### src/rtl/ila_capture_ctrl.sv
`default_nettype none
// ila_capture_ctrl -- arms ila_core, waits for post-trigger samples, then streams the buffer out. Rev 1.0
// Optional macro ILA_CTRL_TIMEOUT_EN adds an ARMED-state timeout (timeout input, timed_out output).
module ila_capture_ctrl #(
  parameter int BUFFER_W = 8,
  parameter int DATA_W   = 32,
  parameter int SEL_W    = 2
`ifdef ILA_CTRL_TIMEOUT_EN
  , parameter int TIMEOUT_W = 16
`endif
) (
  input  logic                clk,
  input  logic                rst,
  input  logic                arm,
  input  logic                abort,
  input  logic [BUFFER_W-1:0] post_count,
  input  logic [BUFFER_W-1:0] samples,
  input  logic [DATA_W-1:0]   value,
  output logic                rst_soft,
  output logic [BUFFER_W-1:0] index,
  output logic [SEL_W-1:0]    value_select,
  output logic [DATA_W-1:0]   out_data,
  output logic                out_valid,
  input  logic                out_ready,
  output logic                busy,
  output logic                done
`ifdef ILA_CTRL_TIMEOUT_EN
  , input  logic [TIMEOUT_W-1:0] timeout,
  output logic                   timed_out
`endif
);

  localparam logic [2:0] S_IDLE    = 3'd0;
  localparam logic [2:0] S_CLEAR   = 3'd1;
  localparam logic [2:0] S_ARMED   = 3'd2;
  localparam logic [2:0] S_CAPTURE = 3'd3;
  localparam logic [2:0] S_READ    = 3'd4;
  localparam logic [2:0] S_DRAIN   = 3'd5;

  localparam logic [BUFFER_W:0] N_FULL = {1'b1, {BUFFER_W{1'b0}}};

  logic [2:0]          state_q, state_d;
  logic [BUFFER_W-1:0] pc_q, pc_d;
  logic [BUFFER_W:0]   n_q, n_d;
  logic [BUFFER_W-1:0] idx_q, idx_d;
  logic [SEL_W-1:0]    sel_q, sel_d;
  logic [DATA_W-1:0]   data_q, data_d;
  logic                valid_q, valid_d;
  logic                done_q, done_d;
  logic                last_word;
`ifdef ILA_CTRL_TIMEOUT_EN
  logic [TIMEOUT_W-1:0] tcnt_q, tcnt_d;
  logic                 tmo_q, tmo_d;
`endif

  assign last_word = ({1'b0, idx_q} == (n_q - (BUFFER_W+1)'(1))) && (sel_q == '1);

  always_comb begin
    state_d = state_q;
    pc_d    = pc_q;
    n_d     = n_q;
    idx_d   = idx_q;
    sel_d   = sel_q;
    data_d  = data_q;
    valid_d = valid_q;
    done_d  = done_q;
`ifdef ILA_CTRL_TIMEOUT_EN
    tcnt_d  = tcnt_q;
    tmo_d   = tmo_q;
`endif
    case (state_q)
      S_IDLE: begin
        if (arm && !abort) begin
          state_d = S_CLEAR;
          pc_d    = post_count;
          done_d  = 1'b0;
`ifdef ILA_CTRL_TIMEOUT_EN
          tmo_d   = 1'b0;
`endif
        end
      end
      S_CLEAR: begin
        state_d = S_ARMED;
`ifdef ILA_CTRL_TIMEOUT_EN
        tcnt_d  = '0;
`endif
      end
      S_ARMED: begin
        if (samples != '0) begin
          state_d = S_CAPTURE;
        end
`ifdef ILA_CTRL_TIMEOUT_EN
        else if ((timeout != '0) && ((tcnt_q + TIMEOUT_W'(1)) == timeout)) begin
          state_d = S_IDLE;
          tmo_d   = 1'b1;
        end else begin
          tcnt_d  = tcnt_q + TIMEOUT_W'(1);
        end
`endif
      end
      S_CAPTURE: begin
        // post_count 0 means a full buffer: wait for the count to wrap back to zero
        if (pc_q == '0) begin
          if (samples == '0) begin
            state_d = S_READ;
            n_d     = N_FULL;
          end
        end else if (samples >= pc_q) begin
          state_d = S_READ;
          n_d     = {1'b0, samples};
        end
      end
      S_READ: begin
        // One word per two cycles: load at the presented address, then wait for acceptance
        if (!valid_q) begin
          data_d  = value;
          valid_d = 1'b1;
        end else if (out_ready) begin
          valid_d = 1'b0;
          if (last_word) begin
            state_d = S_DRAIN;
          end else if (sel_q == '1) begin
            sel_d = '0;
            idx_d = idx_q + BUFFER_W'(1);
          end else begin
            sel_d = sel_q + SEL_W'(1);
          end
        end
      end
      S_DRAIN: begin
        state_d = S_IDLE;
        done_d  = 1'b1;
      end
      default: state_d = S_IDLE;
    endcase

    if (abort && (state_q != S_IDLE)) begin
      state_d = S_IDLE;
      valid_d = 1'b0;
      done_d  = done_q;
    end
    if (state_d != S_READ) begin
      idx_d = '0;
      sel_d = '0;
    end
  end

  always_ff @(posedge clk or negedge rst) begin
    if (!rst) begin
      state_q <= S_IDLE;
      pc_q    <= '0;
      n_q     <= '0;
      idx_q   <= '0;
      sel_q   <= '0;
      data_q  <= '0;
      valid_q <= 1'b0;
      done_q  <= 1'b0;
`ifdef ILA_CTRL_TIMEOUT_EN
      tcnt_q  <= '0;
      tmo_q   <= 1'b0;
`endif
    end else begin
      state_q <= state_d;
      pc_q    <= pc_d;
      n_q     <= n_d;
      idx_q   <= idx_d;
      sel_q   <= sel_d;
      data_q  <= data_d;
      valid_q <= valid_d;
      done_q  <= done_d;
`ifdef ILA_CTRL_TIMEOUT_EN
      tcnt_q  <= tcnt_d;
      tmo_q   <= tmo_d;
`endif
    end
  end

  assign rst_soft     = (state_q == S_CLEAR);
  assign busy         = (state_q != S_IDLE);
  assign done         = done_q;
  assign index        = idx_q;
  assign value_select = sel_q;
  assign out_data     = data_q;
  assign out_valid    = valid_q;
`ifdef ILA_CTRL_TIMEOUT_EN
  assign timed_out    = tmo_q;
`endif

endmodule
`default_nettype wire

### config.mk
export PLATFORM = sky130hd
export DESIGN_NAME = ila_capture_ctrl
export DESIGN_NICKNAME = d
export VERILOG_FILES = /design/src/rtl/ila_capture_ctrl.sv
export SDC_FILE = /design/constraint.sdc
export NUM_CORES = 1
export LEC_CHECK = 0
export ABC_AREA = 1
export CAP_MARGIN = 20
export CORE_MARGIN = 2
export CORE_UTILIZATION = 43
export CTS_CLUSTER_SIZE = 30
export DETAILED_ROUTE_END_ITERATION = 10
export PLACE_DENSITY = 0.77
export SLEW_MARGIN = 5
export SYNTH_ARGS = -nofsm -noshare
export SYNTH_HDL_FRONTEND = slang
export SYNTH_SLANG_ARGS = --single-unit
### constraint.sdc
create_clock -name clk -period 2 [get_ports clk]
set_clock_uncertainty 0.15 [all_clocks]
set_input_delay 0.5 -clock clk [delete_from_list [all_inputs] [get_ports clk]]
set_output_delay 0.5 -clock clk [all_outputs]
set_load 0.01 [all_outputs]
Word level (Yosys, flattened, before mapping) --
Cells that the tools add are included.
Storage, ports and cells: register bits after elaboration 64, word-level logic and storage cells 78
Operators by class: $lt $le $gt $ge 1, equality and inequality tests 11, bitwise operators 2, reduce and logical (&&, ||, !) cells 22, mux-type cells 31, add/subtract/negate cells 3
Operators with widths (number):
- 8-bit two-way mux | 6
- 3-bit two-way mux | 9
- 9-bit two-way mux | 3
- 8-bit zero test | 2
- 3-bit case mux with 5 select lines | 1
- 2-bit nonzero test | 7
- 2-bit two-way mux | 6
- 8-bit by 9-bit equality test with 1-bit output | 1
- 9-bit by 1-bit subtractor with 9-bit output, second input constant | 1
- 8-bit by 1-bit adder with 8-bit output, second input constant | 1
- 8-bit greater-or-equal comparator | 1
- 8-bit nonzero test | 1
- 3-bit by 2-bit equality test with 1-bit output, second input constant | 2
- 3-bit equality test, second input constant | 2
- 3-bit AND reduction | 2
- 1-bit two-way mux | 5
- 5-bit AND reduction | 1
- 2-bit by 1-bit inequality test with 1-bit output, second input constant | 2
- 2-bit AND reduction | 2
- 4-bit AND reduction | 1
- 3-bit by 1-bit equality test with 1-bit output, second input constant | 1
- 1-bit logical AND | 3
- 3-bit zero test | 1
- 3-bit inequality test, second input constant | 1
- other kinds (7) | 8

Longest topological paths before layout --
Gate-level depths: netlist of run 1.
depth in word-level cells 11, depth in mapped cells 16

Worst setup path after synthesis of run 1 --
No wires, ideal clock.
kind input-to-reg, from in samples[7], to reg idx_q[2], in the netlist index[2], arrival 1.915 ns, path slack -0.132 ns, path buffers 1, required time 1.783 ns, stages on the path 12, library setup time 0.067 ns, cells stage by stage ha_1 nand2_1 nor2_1 nand2_1 nand4_2 nand3_4 a21oi_4 inv_2 nor2_4 buf_6 nand4_1 nand2_1
Between the ends: longest elaborated chain between the ends 8, elaborated cells on any way between the ends 17
RTL lines:
- from (decl) | RTL line 17 | input logic [BUFFER_W-1:0] samples,
- 8-bit greater-or-equal comparator or 8-bit zero test (tied branches) | RTL line 108, 104
- 3-bit two-way mux, on equally long branches | RTL line 108, 104
- 3-bit two-way mux | RTL line 103 | if (pc_q == '0) begin
- 3-bit case mux with 5 select lines (*) | RTL line 71 | case (state_q)
- 3-bit two-way mux (*) | RTL line 137 | if (abort && (state_q != S_IDLE)) begin
- named net state_d[2] | RTL line 42 | logic [2:0] state_q, state_d;
- 3-bit inequality test (*) | RTL line 142 | if (state_d != S_READ) begin
- 2-bit by 1-bit inequality test with 1-bit output (no source line) or 2-bit nonzero test (tied branches)
- 5-bit AND reduction (no source line)
- to (signal assigned) | RTL line 166 | idx_q <= idx_d;
- to (decl) | RTL line 45 | logic [BUFFER_W-1:0] idx_q, idx_d;
The timed path passes the listed nets; every way through them passes the cells marked *. A chain may end at the register's enable or synchronous reset.

Worst setup path in the final report of run 1 --
from in samples[5], to reg idx_q[2], in the netlist index[2]
Between the ends: longest elaborated chain between the ends 8, elaborated cells on any way between the ends 17
RTL lines (RTL line):
- 8-bit greater-or-equal comparator or 8-bit zero test (tied branches) | 108, 104
- 3-bit two-way mux, on equally long branches | 108, 104
- 3-bit two-way mux | 103
- 3-bit case mux with 5 select lines (*) | 71
- 3-bit two-way mux (*) | 137
- 3-bit inequality test (*) | 142
- 2-bit by 1-bit inequality test with 1-bit output (no source line) or 2-bit nonzero test (tied branches)
- 5-bit AND reduction (no source line)
Every way passes the cells marked *; elsewhere a longest branch is shown, timed or not.

==> results of run 1 <==
synthesized netlist by cell type, types with 2 or more instances:
library cell | count | area, um^2
o2111ai_1 | 8 | 70.1
nor2_2 | 2 | 12.5
ha_1 | 11 | 138
nor2_4 | 2 | 22.5
buf_2 | 6 | 30.0
a21oi_1 | 4 | 20.0
mux2_2 | 32 | 360
nand4_2 | 2 | 25.0
inv_2 | 7 | 26.3
dfrtp_1 | 64 | 1600
nor3_1 | 5 | 25.0
inv_1 | 46 | 173
o21ai_0 | 12 | 60.1
nand4_1 | 13 | 81.3
xnor2_1 | 2 | 17.5
o22ai_1 | 5 | 31.3
nand3_1 | 19 | 95.1
nor2_1 | 27 | 101
xor2_1 | 8 | 70.1
nand2_1 | 84 | 315
layout make-up:
class                           instances  area share
Clock inverter                          6     0.00924
Clock buffer                           10      0.0254
Multi-Input combinational cell        247       0.349
Timing Repair Buffer                  152       0.258
Sequential cell                        64       0.297
Inverter                               54      0.0379
Tap cell                              102      0.0236
cell families after synthesis:
logic type                 Yosys count
AOI/OAI and AO/OA                   34
xor gates and xnor gates            10
adders and majority gates           11
buffers and inverters               63
DFF                                 64
muxes                               32
and+or+nand+nor                    159
metrics by stage:
step / setup WS, ps / total power [uW] / cell area, um^2
detailed placement: -754 / 5270 / 4850
floorplan: -77.1 / 3740 / 3480
global placement: -618 / 5130 / 4850
finish: -189 / 6910 / 5410
CTS: -101 / 6680 / 5240
global route: -270 / 7390 / 5410
worst min-delay path by stage:
stage               slack (ps)  depth (start not counted)          end
finish                      20                          2  out_data[0]
global route                30                          2  out_data[1]
CTS                         20                          2  out_data[1]
detailed placement         330                          2         done
global placement           320                          2         done
floorplan                   50                          0         done
what timing repair did:
action / CTS / global route
resized for setup: 64 / 42
buffers inserted: 8 / 7
hold buffers: 0 / 0
pin swaps: 22 / 41
cloned: 1 / 0
setup endpoints to repair: 31 / 26
registers in the layout, indices dropped and copies added (netlist names):
register / count
index: 8
state_q: 3
value_select: 2
pc_q: 8
out_valid: 1
done: 1
out_data: 32
n_q: 9
layer usage:
layer	global-route usage	share of wire	routed length, um	up-vias
met4	0.0674	0.0090	82	0
met5	0	0	0	-
met1	0.261	0.41	3770	1544
li1	-	-	-	1536
met2	0.371	0.51	4620	104
met3	0.0724	0.070	638	8
worst max-delay path: cells and delay by family:
kind / cells / cell delay, ps
AOI/OAI and AO/OA: 2 / 340
adders and majority gates: 1 / 280
buffers and inverters: 1 / 270
and+or+nand+nor: 8 / 930
power by group through the flow:
stage / Combinational [uW] / Sequential, uW / Clock [uW]
global route: 3950 / 2290 / 1160
detailed placement: 3070 / 2190 / 0
CTS: 3390 / 2190 / 1090
global placement: 2980 / 2150 / 0
floorplan: 1450 / 2290 / 0
finish: 3640 / 2210 / 1060
==> run summary, run 1 <==
Initial Util: 0.442
Fraction of power consumed by sequential logic: 0.320
Slew Limit Fails: 0
Total Nets Final: 592
X dimension of the die: 92.9 um
Number of vias per cell: 5.03
Vias after detailed routing: 3192
Share of cell area taken by muxes after synthesis: 0.106
Count of port buffers added during placement: 98
Wire length of the first global-routing pass: 15100 um
Skew-Pair Late Insertion Delay: 330 ps
Sequential cell area: 1610 um^2
Die Outline Area: 8620 um^2
Failing checks: setup timing
Total setup violations reported at the end of the flow: 18
Most used flip-flop cell after synthesis: dfrtp_1
Die Span Y: 92.9 um
Maximum count of clock buffers along a single path: 2
CTS clk-pin slew, worst paths: 80 ps
Top library cells by usage in the layout, fill and taps aside: 85 x clkdlybuf4s50_1, 67 x nand2_1, 60 x dfrtp_1
Final global-route overflow total: 0
Total routing resource utilization after global routing: 0.218
Highest cell delay on the worst timing path: 280 ps
Register-to-Register Setup Slack: -190 ps
Number of enable-type register cells in the synthesized netlist: 0
Final setup slack of the worst path: -189 ps
Final critical-path share of the clock period: 1.09
Cell-by-cell trace of the critical path: dlygate4sd2_1, ha_4, nand2_2, a21oi_2, nor2_2, nand4_4, nand2_2, nand2_2, nand3_2, nor2_4, o2111ai_1, nand2_1
Final cell count without fillers: 635
Required time of the worst setup path: 2120 ps
Measured slew at the worst slew-check pin: 417 ps
Area share of and/or/nand/nor cells after synthesis: 0.214
Average instance area after synthesis: 9.10 um^2
Cell-internal power: 4290 uW
Share of layout cells above drive strength 1: 0.368
Antenna diode count: 0
Nature of the critical path startpoint: input port
Dominant combinational cell family by area after synthesis: simple AND/OR/NAND/NOR gates
Count of clock tree sinks: 64
Startpoint of the most critical register-to-register path: pc_q[7]
Combinational share of power: 0.526
Initial antenna violation count: 0
Result of the run: finished, violations left
Highest Clock Rate: 457 MHz
Setup crit start: samples[5]
Worst ir drop on vdd: 0.905 mV
Cell row count: 32
Post-detailed-routing wire length: 9110 um
Vias in the first global route: 3336
Post-detailed-route DRC marker count: 0
Wire length per cell: 14.3 um
Area added between synthesis and finish: 59.5%
Net count after synthesis: 437
Post-synthesis share of cell area spent on xor and xnor gates: 0.0258
Share of total power consumed by net switching: 0.380
Proportion of register bits with asynchronous set or reset after synthesis: 1.00
H-tree lvl count: 3
Number of ports placed on the die boundary: 99
# Max-Cap Violations: 0
P_sw: 2630 uW
Slowest-stage cell, CP: ha_4
Synth Register Bits: 64
Clock Tree Root: clkbuf_8
Share of synthesized area occupied by flip-flops and latches: 0.472
Final hold violation count: 0
Post-synthesis adder-cell area fraction: 0.0405
Total clock buffers created by CTS: 9
Number of detailed-routing iterations run before antenna repair: 4
Post-Place Cells: 603
YS warnings: 0
FF-to-FF path depth: 12
Worst slew margin: 0.720
Core ar.: 7690 um^2
Synthesized netlist cell count: 373
R2r endpoint: index[2]
Power density normalized to cell area: 1280 nW/um^2
Worst min path class: input port to async pin
Final weighted congestion of routability-driven global placement: 0.886
Distinct cell type count after synthesis: 34
Number of filler instances in the final layout: 558
Initial DRC Count: 108
Static Leak: 0.00250 uW
Most common cell type on the critical path: nand2_2
Fin Setup TNS: -1690 ps
Combined area of all synthesized cells: 3390 um^2
Pin count of the biggest net entering global routing: 65
Most common cell after layout, fill and taps aside: clkdlybuf4s50_1
Worst Setup EP: index[2]
Detailed placement HPWL: 6420 um
Critical path class: input port to register
Worst setup EP type: register
TritonCTS clock tree: done
Minimum clock period after layout: 2190 ps
RSZ-0062 raised after global routing: yes
Multi-input combinational cell area: 1890 um^2
Worst Hold Margin: 17.4 ps
Final design utilization: 0.704
CP Max Fanout: 8
Power share of the clock group: 0.154
Critical Path AT: 2310 ps
Synthesized-area fraction occupied by ao, oa, aoi and oai cells: 0.0663
Remaining antenna violation count: 0
No activity file was read; power rests on OpenSTA's default activity.
==> run 2, diff against run 1 <==
--- a/config.mk
+++ b/config.mk
@@ -11,6 +11,7 @@
 export CORE_UTILIZATION = 43
 export CTS_CLUSTER_SIZE = 30
 export DETAILED_ROUTE_END_ITERATION = 10
+export GPL_ROUTABILITY_DRIVEN = 0
 export PLACE_DENSITY = 0.77
 export SLEW_MARGIN = 5
 export SYNTH_ARGS = -nofsm -noshare
==> results of run 2 <==
Final layout, timing and power as in run 1 (identical DEF).
